### config.mk
export PLATFORM = sky130hd
export DESIGN_NAME = syn_fft_frame_sched
export DESIGN_NICKNAME = d
export VERILOG_FILES = /design/src/rtl/syn_dsp_pkg.sv /design/src/rtl/syn_fft_skid_buf.sv /design/src/rtl/syn_fft_frame_sched.sv
export SDC_FILE = /design/constraint.sdc
export NUM_CORES = 1
export LEC_CHECK = 0
export ABC_AREA = 1
export CELL_PAD_IN_SITES_DETAIL_PLACEMENT = 1
export CELL_PAD_IN_SITES_GLOBAL_PLACEMENT = 1
export CORE_ASPECT_RATIO = 1.1
export CORE_MARGIN = 1.5
export CORE_UTILIZATION = 33
export DETAILED_ROUTE_END_ITERATION = 10
export HOLD_SLACK_MARGIN = 0.06
export PLACE_DENSITY_LB_ADDON = 0.3
export SLEW_MARGIN = 30
export SYNTH_ARGS = -nofsm -noshare
export SYNTH_HDL_FRONTEND = slang
export SYNTH_SLANG_ARGS = --single-unit
export TNS_END_PERCENT = 20
### constraint.sdc
create_clock -name clk -period 2.8 [get_ports clk]
set_clock_uncertainty 0.15 [all_clocks]
set_input_delay 0.42 -clock clk [delete_from_list [all_inputs] [get_ports clk]]
set_output_delay 0.42 -clock clk [all_outputs]
set_load 0.03 [all_outputs]
### src/rtl/syn_dsp_pkg.sv
// syn_dsp_pkg: shared types and constants for the FFT frame scheduler
package syn_dsp_pkg;
  typedef enum logic [1:0] {FFT_SCHED_IDLE, FFT_SCHED_START, FFT_SCHED_FEED, FFT_SCHED_WAIT} fft_sched_state_e;
  localparam int FFT_SCHED_RD_LAT = 1;
endpackage

### src/rtl/syn_fft_skid_buf.sv
// syn_fft_skid_buf: 2-entry valid/ready output buffer; upstream is credit-limited so it never overflows
module syn_fft_skid_buf #(
  parameter int DATA_W = 32
) (
  input  logic              clk,
  input  logic              rst_n,
  input  logic              in_valid,
  input  logic [DATA_W-1:0] in_data,
  input  logic              out_ready,
  output logic              out_valid,
  output logic [DATA_W-1:0] out_data,
  output logic [1:0]        level
);
  logic [DATA_W-1:0] tail;
  logic pop;
  assign out_valid = level != 2'd0;
  assign pop = out_valid && out_ready;
  // head only moves on a pop, so data holds steady while stalled
  always_ff @(posedge clk or negedge rst_n) begin
    if (!rst_n) begin
      level <= 2'd0;
      out_data <= '0;
      tail <= '0;
    end else begin
      level <= level + 2'(in_valid) - 2'(pop);
      if (in_valid && (level == 2'd0 || (level == 2'd1 && pop))) out_data <= in_data;
      else if (pop) out_data <= tail;
      if (in_valid && (level == 2'd2 || (level == 2'd1 && !pop))) tail <= in_data;
    end
  end
endmodule

### src/rtl/syn_fft_frame_sched.sv
// syn_fft_frame_sched: ping-pong PCM frame capture feeding the FFT core; SYN_FFT_SCHED_STATS_EN adds frame/drop counters
module syn_fft_frame_sched
  import syn_dsp_pkg::*;
#(
  parameter int DATA_W      = 32,
  parameter int NUM_SAMPLES = 128,
  parameter int ADDR_W      = $clog2(NUM_SAMPLES)
) (
  input  logic              clk,
  input  logic              rst_n,
  input  logic              cfg_en,
  input  logic              pcm_valid,
  input  logic [DATA_W-1:0] pcm_data,
  output logic              buf_wr_en,
  output logic [ADDR_W:0]   buf_wr_addr,
  output logic [DATA_W-1:0] buf_wr_data,
  output logic              buf_rd_en,
  output logic [ADDR_W:0]   buf_rd_addr,
  input  logic [DATA_W-1:0] buf_rd_data,
  output logic              fft_start,
  output logic              fft_sample_valid,
  output logic [DATA_W-1:0] fft_sample_data,
  output logic              fft_sample_last,
  input  logic              fft_ready,
  input  logic              fft_done,
  output logic              busy,
  output logic              ovrflw
`ifdef SYN_FFT_SCHED_STATS_EN
  ,
  output logic [15:0]       frame_cnt,
  output logic [15:0]       drop_cnt
`endif
);
  fft_sched_state_e state;
  logic wr_bank, rd_bank, wr_wrap, rel, pop, rd_v, rd_last, credit;
  logic [ADDR_W-1:0] wr_idx;
  logic [ADDR_W:0] rd_cnt;
  logic [1:0] bank_full, set_mask, clr_mask, level;
  logic [DATA_W:0] head;
  assign buf_wr_en = cfg_en && pcm_valid && !bank_full[wr_bank];
  assign ovrflw = cfg_en && pcm_valid && bank_full[wr_bank];
  assign buf_wr_addr = {wr_bank, wr_idx};
  assign buf_wr_data = buf_wr_en ? pcm_data : '0;
  assign wr_wrap = buf_wr_en && wr_idx == ADDR_W'(NUM_SAMPLES - 1);
  assign rel = state == FFT_SCHED_WAIT && fft_done;
  assign set_mask = {wr_wrap && wr_bank, wr_wrap && !wr_bank};
  assign clr_mask = {rel && rd_bank, rel && !rd_bank};
  assign busy = state != FFT_SCHED_IDLE;
  assign pop = fft_sample_valid && fft_ready;
  // a read may issue only if its data is guaranteed a buffer slot, counting the slot freed this cycle
  assign credit = ({1'b0, level} + {2'b0, rd_v}) < (3'd2 + {2'b0, pop});
  assign buf_rd_en = (state == FFT_SCHED_START || state == FFT_SCHED_FEED) && !rd_cnt[ADDR_W] && credit;
  assign buf_rd_addr = {rd_bank, rd_cnt[ADDR_W-1:0]};
  assign fft_sample_data = head[DATA_W-1:0];
  assign fft_sample_last = fft_sample_valid && head[DATA_W];
  // write pointer and bank occupancy; writer set and reader release apply together
  always_ff @(posedge clk or negedge rst_n) begin
    if (!rst_n) begin
      wr_bank <= 1'b0;
      wr_idx <= '0;
      bank_full <= 2'b00;
    end else begin
      bank_full <= (bank_full | set_mask) & ~clr_mask;
      wr_idx <= !cfg_en || wr_wrap ? '0 : buf_wr_en ? wr_idx + ADDR_W'(1) : wr_idx;
      if (wr_wrap) wr_bank <= ~wr_bank;
    end
  end
  // track the read issued last cycle so its returning data lands in the buffer with its last flag
  always_ff @(posedge clk or negedge rst_n) begin
    if (!rst_n) begin
      rd_v <= 1'b0;
      rd_last <= 1'b0;
    end else begin
      rd_v <= buf_rd_en;
      rd_last <= buf_rd_en && rd_cnt == (ADDR_W + 1)'(NUM_SAMPLES - 1);
    end
  end
  // read FSM: start pulse, stream the full bank, then hold the bank until the FFT signals done
  always_ff @(posedge clk or negedge rst_n) begin
    if (!rst_n) begin
      state <= FFT_SCHED_IDLE;
      rd_bank <= 1'b0;
      rd_cnt <= '0;
      fft_start <= 1'b0;
    end else begin
      fft_start <= state == FFT_SCHED_IDLE && cfg_en && bank_full[rd_bank];
      rd_cnt <= state == FFT_SCHED_IDLE ? '0 : rd_cnt + {{ADDR_W{1'b0}}, buf_rd_en};
      case (state)
        FFT_SCHED_IDLE:  if (cfg_en && bank_full[rd_bank]) state <= FFT_SCHED_START;
        FFT_SCHED_START: state <= FFT_SCHED_FEED;
        FFT_SCHED_FEED:  if (pop && fft_sample_last) state <= FFT_SCHED_WAIT;
        default: if (fft_done) begin
          state <= FFT_SCHED_IDLE;
          rd_bank <= ~rd_bank;
        end
      endcase
    end
  end
  syn_fft_skid_buf #(.DATA_W(DATA_W + 1)) u_skid (
    .clk(clk),
    .rst_n(rst_n),
    .in_valid(rd_v),
    .in_data({rd_last, buf_rd_data}),
    .out_ready(fft_ready),
    .out_valid(fft_sample_valid),
    .out_data(head),
    .level(level)
  );
`ifdef SYN_FFT_SCHED_STATS_EN
  // saturating counts of completed frames and dropped samples
  always_ff @(posedge clk or negedge rst_n) begin
    if (!rst_n) begin
      frame_cnt <= '0;
      drop_cnt <= '0;
    end else begin
      frame_cnt <= frame_cnt + 16'(rel && frame_cnt != 16'hFFFF);
      drop_cnt <= drop_cnt + 16'(ovrflw && drop_cnt != 16'hFFFF);
    end
  end
`endif
endmodule

=== Word level (Yosys, flattened, before mapping) ===
Index checks and enable logic that the tools add are counted.

* Magnitude comparators: 3
* Mux-type cells: 14
* Bitwise operators: 6
* Reductions and logical operators: 42
* Eq/ne operators: 9
* $add $sub $neg: 6

{| class="wikitable"
|+ Operator list
! operator !! count
|-
| 33-bit 2-to-1 mux || 2
|-
| 32-bit 2-to-1 mux || 1
|-
| 1-bit logical AND || 22
|-
| 7-bit 2-to-1 mux || 2
|-
| 8-bit by 1-bit adder with 8-bit output || 1
|-
| 8-bit by 7-bit == test with 1-bit output, second input constant || 1
|-
| 8-bit 2-to-1 mux || 1
|-
| 2-bit nonzero test || 4
|-
| 7-bit by 1-bit adder with 7-bit output, second input constant || 1
|-
| 7-bit == test, second input constant || 1
|-
| 2-bit == test, second input constant || 3
|-
| 1-bit logical NOT || 6
|-
| 2-bit 2-to-1 mux || 3
|-
| 2-bit case mux with 3 select lines || 1
|-
| 2-bit by 1-bit == test with 1-bit output, second input constant || 2
|-
| 2-bit logical NOT || 2
|-
| 1-bit logical OR || 4
|-
| 1-bit by 2-bit < comparator with 1-bit output, second input constant || 2
|-
| 1-bit 2-to-1 mux || 4
|-
| 2-bit by 1-bit inequality test with 1-bit output, second input constant || 2
|-
| 4-bit nonzero test || 1
|-
| 2-bit by 1-bit adder with 3-bit output || 1
|-
| 2-bit by 1-bit adder with 3-bit output, first input constant || 1
|-
| 3-bit < comparator || 1
|-
| 9 further kinds || 11
|}

* Output and inout bits: 87
* Flip-flop bits (word level): 92
* Bits of input ports: 70

=== Logic depth before layout (Yosys ltp) ===
Gate-level depths: netlist (run 1).

* Depth after elaboration: 8
* Depth in mapped cells: 13
* Mapped depth without buffers: 13

=== Modules after synthesis ===
From an unflattened synthesis (run 1), not the netlist that was laid out.

* Cells, all modules: 666
* Area, all modules: 5041.1 um2

{| class="wikitable"
|+ By module, submodules not included
! module !! area an instance (um2) !! cells each !! times used
|-
| syn_fft_skid_buf || 3321.9 || 415 || 1
|-
| syn_fft_frame_sched || 1719.1 || 251 || 1
|}

=== Worst setup path after synthesis (run 1) ===
OpenSTA, ideal clock, no wires.

* Kind: register to register
* Start: reg rd_v
* End: reg rd_cnt[7]
* Arrival time: 2.272 ns
* Cell stages (with the launch flop): 12
* Path buffers: 0
* Required time: 2.531 ns
* Library setup time: 0.119 ns
* Path slack: 0.259 ns
* Path through: dfrtp_1 -> ha_1 -> ha_1 -> o21ai_0 -> inv_1 -> nor2_1 -> ha_1 -> nand3_1 -> nor3_1 -> nand3_1 -> nand2_1 -> nor2_1

* Word-level cells in the longest chain between the ends: 5

{| class="wikitable"
|+ Ends and longest elaborated chain
! element !! RTL line !! source
|-
| from (decl) || syn_fft_frame_sched.sv:35 || <nowiki>logic wr_bank, rd_bank, wr_wrap, rel, pop, rd_v, rd_last, credit;</nowiki>
|-
| from (signal assigned) || syn_fft_frame_sched.sv:74 || <nowiki>rd_v <= buf_rd_en;</nowiki>
|-
| 2-bit by 1-bit adder with 3-bit output || syn_fft_frame_sched.sv:51 || <nowiki>assign credit = ({1'b0, level} + {2'b0, rd_v}) < (3'd2 + {2'b0, pop});</nowiki>
|-
| 3-bit < comparator || syn_fft_frame_sched.sv:51 ||
|-
| 1-bit logical AND || syn_fft_frame_sched.sv:52 || <nowiki>assign buf_rd_en = (state == FFT_SCHED_START || state == FFT_SCHED_FEED) && !rd_cnt[ADDR_W] && credit;</nowiki>
|-
| net buf_rd_en || syn_fft_frame_sched.sv:17 || <nowiki>output logic buf_rd_en,</nowiki>
|-
| 8-bit by 1-bit adder with 8-bit output || syn_fft_frame_sched.sv:87 || <nowiki>rd_cnt <= state == FFT_SCHED_IDLE ? '0 : rd_cnt + {{ADDR_W{1'b0}}, buf_rd_en};</nowiki>
|-
| 8-bit 2-to-1 mux || syn_fft_frame_sched.sv:87 ||
|-
| to (signal assigned) || syn_fft_frame_sched.sv:87 ||
|-
| to (decl) || syn_fft_frame_sched.sv:37 || <nowiki>logic [ADDR_W:0] rd_cnt;</nowiki>
|}

The timed path passes the listed nets, and every way through them passes these cells.
A chain may end at the register's enable or synchronous reset.

=== Worst setup path after layout (run 1) ===
* Start: reg state[0]
* End: out busy

* Word-level cells in the longest chain between the ends: 1

{| class="wikitable"
|+ Ends and longest elaborated chain
! element !! RTL line !! source
|-
| from (decl) || syn_fft_frame_sched.sv:34 || <nowiki>fft_sched_state_e state;</nowiki>
|-
| from (signal assigned) || syn_fft_frame_sched.sv:81 || <nowiki>state <= FFT_SCHED_IDLE;</nowiki>
|-
| from (signal assigned) || syn_fft_frame_sched.sv:89 || <nowiki>FFT_SCHED_IDLE: if (cfg_en && bank_full[rd_bank]) state <= FFT_SCHED_START;</nowiki>
|-
| from (signal assigned) || syn_fft_frame_sched.sv:90 || <nowiki>FFT_SCHED_START: state <= FFT_SCHED_FEED;</nowiki>
|-
| 2-bit nonzero test || syn_fft_frame_sched.sv:48 || <nowiki>assign busy = state != FFT_SCHED_IDLE;</nowiki>
|-
| to (decl) || syn_fft_frame_sched.sv:26 || <nowiki>output logic busy,</nowiki>
|}

No other way between the ends.

==> impl_results.md, run 1 <==
- Synthesis-stage register bit count: between 90 and 100
- RSZ-0062 raised after global routing: false
- Vias in the first global route: about 4300
- CTS tree: built
- Post-CTS Repair Setup Buffers: 0
- Rows: between 40 and 50
- Worst-Skew Late Latency: 0.35 ns
- Final period util: 0.934
- Final Hold Violating Endpoints: 0
- Post-DP HPWL: about 9400 microns
- Critical path class: reg2out
- Slew Limit Fails: 0
- Cell Area, Synth: 4780 sq um
- Gpl congestion: 0.743
- Worst VDD drop: between 0.0005 and 0.0006 V
- I/O pins: 157
- Hold Crit Class: reg2reg
- Seq/Total Area, Yosys: 0.482
- Reg clk slew, reported paths: 0.07 ns
- Crit. End Element: output pin
- H-tree levels: 3
- Vias: about 4200
- Post-Synthesis Cells: between 600 and 700
- Nets: 800
- Min Clock Period, post-route: around 2.6 ns
- Dpl cells: 894
- Sink Count: 92
- Final core occ: 0.466
- Lkg Pwr: ~3.2 nW
- First-pass GRT wire length: approximately 21000 microns
- Initial Util: 0.342
- Final setup TNS: 0 ns
- Worst EP required: approximately 2.2 ns
- Run status: completed
- Max_slew headroom: 0.462
- Avg Inst Size Synth: 7.87 sq um
- Hold Path Stages: 2
- Area overhead of the layout relative to synthesis: 36.1%
- Die width: 118 microns
- CP startpoint kind: flop
- ANT nets after route: 0
- Root buf cell: clkbuf_16
- Worst slew pin tran: approximately 0.8 ns
- Syn_nets: approximately 690
- Pre-CTS setup slack: roughly 0.11 ns
- DIE HEIGHT: 129 microns
- Share of cells above drive strength 1: 0.0927
- TritonRoute pass-1 iters: 4
- Antenna violations before repair: 0
- Max cap viols: 0
- Core box area: ~14000 sq um
- Reg2reg path depth: 11
- Pwr Density: ~1000 nW/um^2
- DR iter-0 viols: 99
- Most frequent cells in the layout: nand2_1 (138), clkdlybuf4s50_1 (122), dfrtp_1 (92)
- DR DRC count: 0
- Post-cts sizing count: 0
- Post-Layout Cell Count: 911
- Total wire length: around 13000 microns
- Ant diodes: 0
- PortBufs: around 160
- Critical Path AT: slightly above 2 ns
- Routed vias/inst: about 4.6
- Cts hold-fix bufs: 1
- Total GRT Usage: 0.174
- Count of final setup violators: 0
- Average wire per cell in the routed design: 14.0 microns
- Largest net degree at the start of global routing: 57
- Max Fclk: between 300 and 400 MHz
- CP max FO: 9
- Grt ovf: 0
- TritonCTS buffer count: 9
- Unique masters post-synth: 26
- YS warnings: 0
- Die area: between 15000 and 20000 sq um
- Max Buffers Root-to-Sink: 2
- Setup WS post-layout: between 0.15 and 0.2 ns
- Commonest non-fill, non-tap cell in the layout: nand2_1
- Fillers: approximately 1700
==> registers in the layout, summed over array words and instances (netlist names), 2 cells and up <==
name and cells:
rd_cnt 8, bank_full 2, u_skid.level 2, state 2
u_skid.tail 33, u_skid.out_data 33, wr_idx 7
==> cell families after synthesis <==
| kind of cell | Yosys count | synth area share |
|---|---|---|
| AOI/OAI and AO/OA | 86 | 0.103 |
| xor gates and xnor gates | 5 | 0.00917 |
| adders and majority gates | 12 | 0.0314 |
| buffers and inverters | 159 | 0.166 |
| DFF | 92 | 0.482 |
| and+or+nand+nor | 253 | 0.208 |
==> area by class of cell <==
class	instances	area (sq um)	share of cell area
inverters	94	353	0.0543
flip-flops and latches	92	2300	0.354
clock buffers	9	225	0.0346
clock inverters	7	87.6	0.0135
multi-input cells	356	1710	0.263
well taps	188	235	0.0362
repair buffers	165	1590	0.245
==> worst paths after layout <==
check / startpoint / end / slack [ns]
max in group asynchronous: rst_n / u_skid.tail[6]$_DFFE_PN0P_ / 1.38
worst max register to register: rd_v$_DFF_PN0_ / rd_cnt[7]$_DFF_PN0_ / 0.29
min in group asynchronous: rst_n / u_skid.out_data[28]$_DFFE_PN0P_ / 0.43
worst min register to register: u_skid.tail[31]$_DFFE_PN0P_ / u_skid.tail[31]$_DFFE_PN0P_ / 0.34
worst max-delay path: state[0]$_DFFE_PN0P_ / busy / 0.19
worst min-delay path: u_skid.tail[31]$_DFFE_PN0P_ / u_skid.tail[31]$_DFFE_PN0P_ / 0.34
==> worst max-delay path: stages (launching register included) <==
cell and delay, ns:
dfrtp_1 0.43, inv_1 0.10, ha_1 0.33, inv_1 0.16
clkdlybuf4s50_1 0.68
==> Yosys cell counts <==
master,number,area share
a21oi_1,10,0.010
a31oi_1,33,0.043
and3_1,1,0.0013
buf_2,13,0.014
buf_4,44,0.069
buf_6,2,0.0047
clkbuf_1,6,0.0047
dfrtp_1,92,0.48
ha_1,12,0.031
inv_1,91,0.071
inv_2,3,0.0024
nand2_1,138,0.11
nand2_2,1,0.0013
nand2_4,1,0.0024
nand3_1,13,0.014
nand3b_1,1,0.0016
nand4_1,1,0.0013
nor2_1,88,0.069
nor3_1,9,0.0094
o211ai_2,1,0.0026
o21a_1,1,0.0016
o21ai_0,28,0.029
o21ai_1,10,0.010
o21ai_2,3,0.0055
xnor2_1,2,0.0037
xor2_1,3,0.0055
==> stage by stage <==
stage,hold slack [ns],instance area [sq um],power [mW]
finish,0.339,6500,6.72
global route,0.369,6500,7.23
CTS,0.342,6500,6.85
detailed placement,0.277,6180,5.54
global placement,0.274,6150,5.34
floorplan,-0.0256,4780,4.61
==> routing by layer <==
layer,track usage,part of all wire,vias to the layer above,routed length [microns]
li1,-,-,2054,-
met1,0.211,0.44,2019,5590
met2,0.310,0.51,90,6440
met3,0.0405,0.040,12,508
met4,0.0552,0.014,0,177
met5,0,0,-,0
==> power by group <==
part           internal, mW  switching (mW)  total [mW]  leakage (nW)
logic                  1.27            1.96        3.23          1.88
clock network         0.707           0.556        1.26         0.150
registers              1.88           0.337        2.22          1.15
(Power assumes the default switching activity.)
==> inputs of run 2 (changes only) <==
--- a/config.mk
+++ b/config.mk
@@ -12,4 +12,5 @@
 export CORE_MARGIN = 1.5
-export CORE_UTILIZATION = 33
+export CORE_UTILIZATION = 45
 export DETAILED_ROUTE_END_ITERATION = 10
+export DONT_BUFFER_PORTS = 1
 export HOLD_SLACK_MARGIN = 0.06
==> constraint.sdc (replaced) <==
create_clock -name clk -period 2.8 [get_ports clk]
set_clock_uncertainty 0.15 [all_clocks]
set_input_delay 0.56 -clock clk [delete_from_list [all_inputs] [get_ports clk]]
set_output_delay 0.56 -clock clk [all_outputs]
set_load 0.03 [all_outputs]
==> run 2 against run 1 <==
Effect of this change: the run now ends with negative hold slack left; setup slack better by 0.095 ns; maximum frequency increased by 3.8%; count of clock-buffer cells in the layout did not move; clock power down 12%; global-route usage up 4.1 points; final area decreased by 21%; sequential share of layout area is 9.7 points higher; non-clock buffer count shrank 127; critical path type unchanged; largest cell class unchanged.
==> impl_results.md, run 2 (synthesis gave the netlist of run 1 again) <==
- Vias: 3711 (-11%)
- Critical R2R Launch: rd_v$_DFF_PN0_
- I/O pins: 157 (unchanged)
- Top flop regs: u_skid.out_data x33, u_skid.tail x33, rd_cnt x8
- Worst R2R End: rd_cnt[7]$_DFF_PN0_
- Reg2reg path depth: 11 (unchanged)
- Root buf cell: clkbuf_16
- Max Buffers Root-to-Sink: 2 (unchanged)
- Min Clock Period, post-route: 2.52 ns (-0.0952 ns)
- Post-cts sizing count: 0 (unchanged)
- Routed vias/inst: 5.03 (+9.7%)
- Pwr Density: 1140 nW/um^2 (+11%)
- Nets: 673 (-16%)
- Worst slew pin tran: 0.667 ns (-0.137 ns)
- Sink Count: 92 (unchanged)
- Vias in the first global route: 3930 (-9.2%)
- Die width: 101 microns (-14%)
- Rows: 39 (-13%)
- Post-DP HPWL: 8140 microns (-14%)
- Lkg Pwr: 2.64 nW (-17%)
- DR iter-0 viols: 115 (+16%)
- Critical Path AT: 1.81 ns (-0.23 ns)
- Area overhead of the layout relative to synthesis: 6.86%
- H-tree levels: 3 (unchanged)
- Share of cells above drive strength 1: 0.104 (+0.0115)
- Slew Limit Fails: 0 (unchanged)
- Reg clk slew, reported paths: 0.07 ns (about the same)
- Max_slew headroom: 0.555 (+0.0927)
- Worst EP required: 2.09 ns (-0.14 ns)
- First-pass GRT wire length: 19100 microns (-10%)
- CP max FO: 34 (+25)
- Antenna violations before repair: 0 (unchanged)
- Total GRT Usage: 0.215 (+0.0407)
- Most frequent cells in the layout: nand2_1 (138), dfrtp_1 (92), inv_1 (91)
- Core box area: 10300 sq um (-26%)
- Count of final setup violators: 0 (unchanged)
- DR DRC count: 0 (unchanged)
- Average wire per cell in the routed design: 15.5 microns (+11%)
- RSZ-0062 raised after global routing: false
- Hold WS: -0.236 ns (-0.575 ns)
- Violated checks: negative hold slack
- Gpl congestion: 0.759 (+2.1%)
- TritonCTS buffer count: 9 (unchanged)
- CP startpoint kind: flop
- Hold Crit Class: in2async
- Largest net degree at the start of global routing: 93 (+63%)
- Die area: 11200 sq um (-26%)
- Initial Util: 0.462 (+0.120)
- Run status: finished, violations left
- CTS tree: built
- Worst-Skew Late Latency: 0.34 ns (about the same)
- Final setup TNS: 0 ns (unchanged)
- ANT nets after route: 0 (unchanged)
- R2R setup slack: 0.44 ns (+0.15 ns)
- Worst VDD drop: 0.000471 V (-7.2%)
- TritonRoute pass-1 iters: 4 (unchanged)
- Ant diodes: 0 (unchanged)
- Final Hold Violating Endpoints: 92 (+92)
- DIE HEIGHT: 111 microns (-14%)
- Crit. End Element: output pin
- Final period util: 0.900 (-0.0340)
- PortBufs: 0 (-100%)
- Critical path class: reg2out
- Total wire length: 11400 microns (-9.9%)
- Max cap viols: 0 (unchanged)
- Grt ovf: 0 (unchanged)
- Commonest non-fill, non-tap cell in the layout: nand2_1
- Max Fclk: 397 MHz (+3.8%)
run 2: cell count changes in the layout (fill, tap and decap cells not counted):
| cell | before | now |
|---|---|---|
| buf_12 | 2 | 1 |
| buf_16 | 1 | 0 |
| buf_4 | 39 | 37 |
| bufinv_16 | 1 | 0 |
| clkdlybuf4s50_1 | 122 | 0 |
| clkinv_2 | 1 | 2 |
| clkinv_8 | 1 | 0 |
| clkinvlp_4 | 1 | 2 |
| dlygate4sd3_1 | 1 | 0 |
| inv_8 | 1 | 0 |
run 2: worst max-delay path, stage by stage (launching register included):
cell and delay (ns):
dfrtp_1 0.58, inv_1 0.11, nand2_1 0.12, nand3b_1 0.09
buf_4 0.24, nor2_1 0.14, buf_4 0.17
run 2: metal layers:
layer  wire length, microns  GRT usage  up-vias  share of wire
li1                       -          -     1795              -
met1                   4660      0.241     1796           0.41
met2                   5870      0.392      116           0.51
met3                    845     0.0662        4          0.074
met4                     78     0.0500        0         0.0068
met5                      0          0        -              0
run 2: how the worst max path moves through the flow:
stage                                   start  slack [ns]  cells past startpoint             endpoint
final                     wr_bank$_DFFE_PN0P_        0.28                      6      buf_wr_data[29]
after global routing      wr_bank$_DFFE_PN0P_        0.16                      6      buf_wr_data[29]
after CTS                 wr_bank$_DFFE_PN0P_        0.24                      6       buf_wr_data[5]
after floorplan                rd_v$_DFF_PN0_        0.26                     11  rd_cnt[7]$_DFF_PN0_
after global placement         rd_v$_DFF_PN0_        0.54                     11  rd_cnt[7]$_DFF_PN0_
after detailed placement       rd_v$_DFF_PN0_        0.44                     11  rd_cnt[7]$_DFF_PN0_
run 2: final cells by class:
| type | instances | area, sq um |
|---|---|---|
| Multi-Input combinational cell | 356 | 1710 |
| Fill cell | 1293 | 5240 |
| Clock inverter | 6 | 42.5 |
| Timing Repair Buffer | 38 | 298 |
| Inverter | 94 | 353 |
| Tap cell | 143 | 179 |
| Sequential cell | 92 | 2300 |
| Clock buffer | 9 | 225 |
run 2: power breakdown:
group / switching [mW] / internal, mW / leakage, nW
combinational: 1.23 / 0.675 / 1.37
sequential: 0.947 / 1.88 / 1.15
clock: 0.512 / 0.596 / 0.127
total: 2.69 / 3.15 / 2.64
run 2: stage by stage:
stage	util	instance area [sq um]	setup slack (ns)	instances	total power, mW
after floorplan	-	4780	0.259	607	4.61
after CTS	0.494	5110	0.239	738	5.93
final	0.494	5110	0.280	738	5.84
after detailed placement	0.468	4840	0.438	723	4.81
after global routing	0.494	5110	0.158	738	6.30
after global placement	0.468	4840	0.541	723	4.66
run 2: timing repair:
item	CTS	global route
endpoints found under the hold margin	92	92
buffers inserted	0	0
setup endpoints to repair	0	0
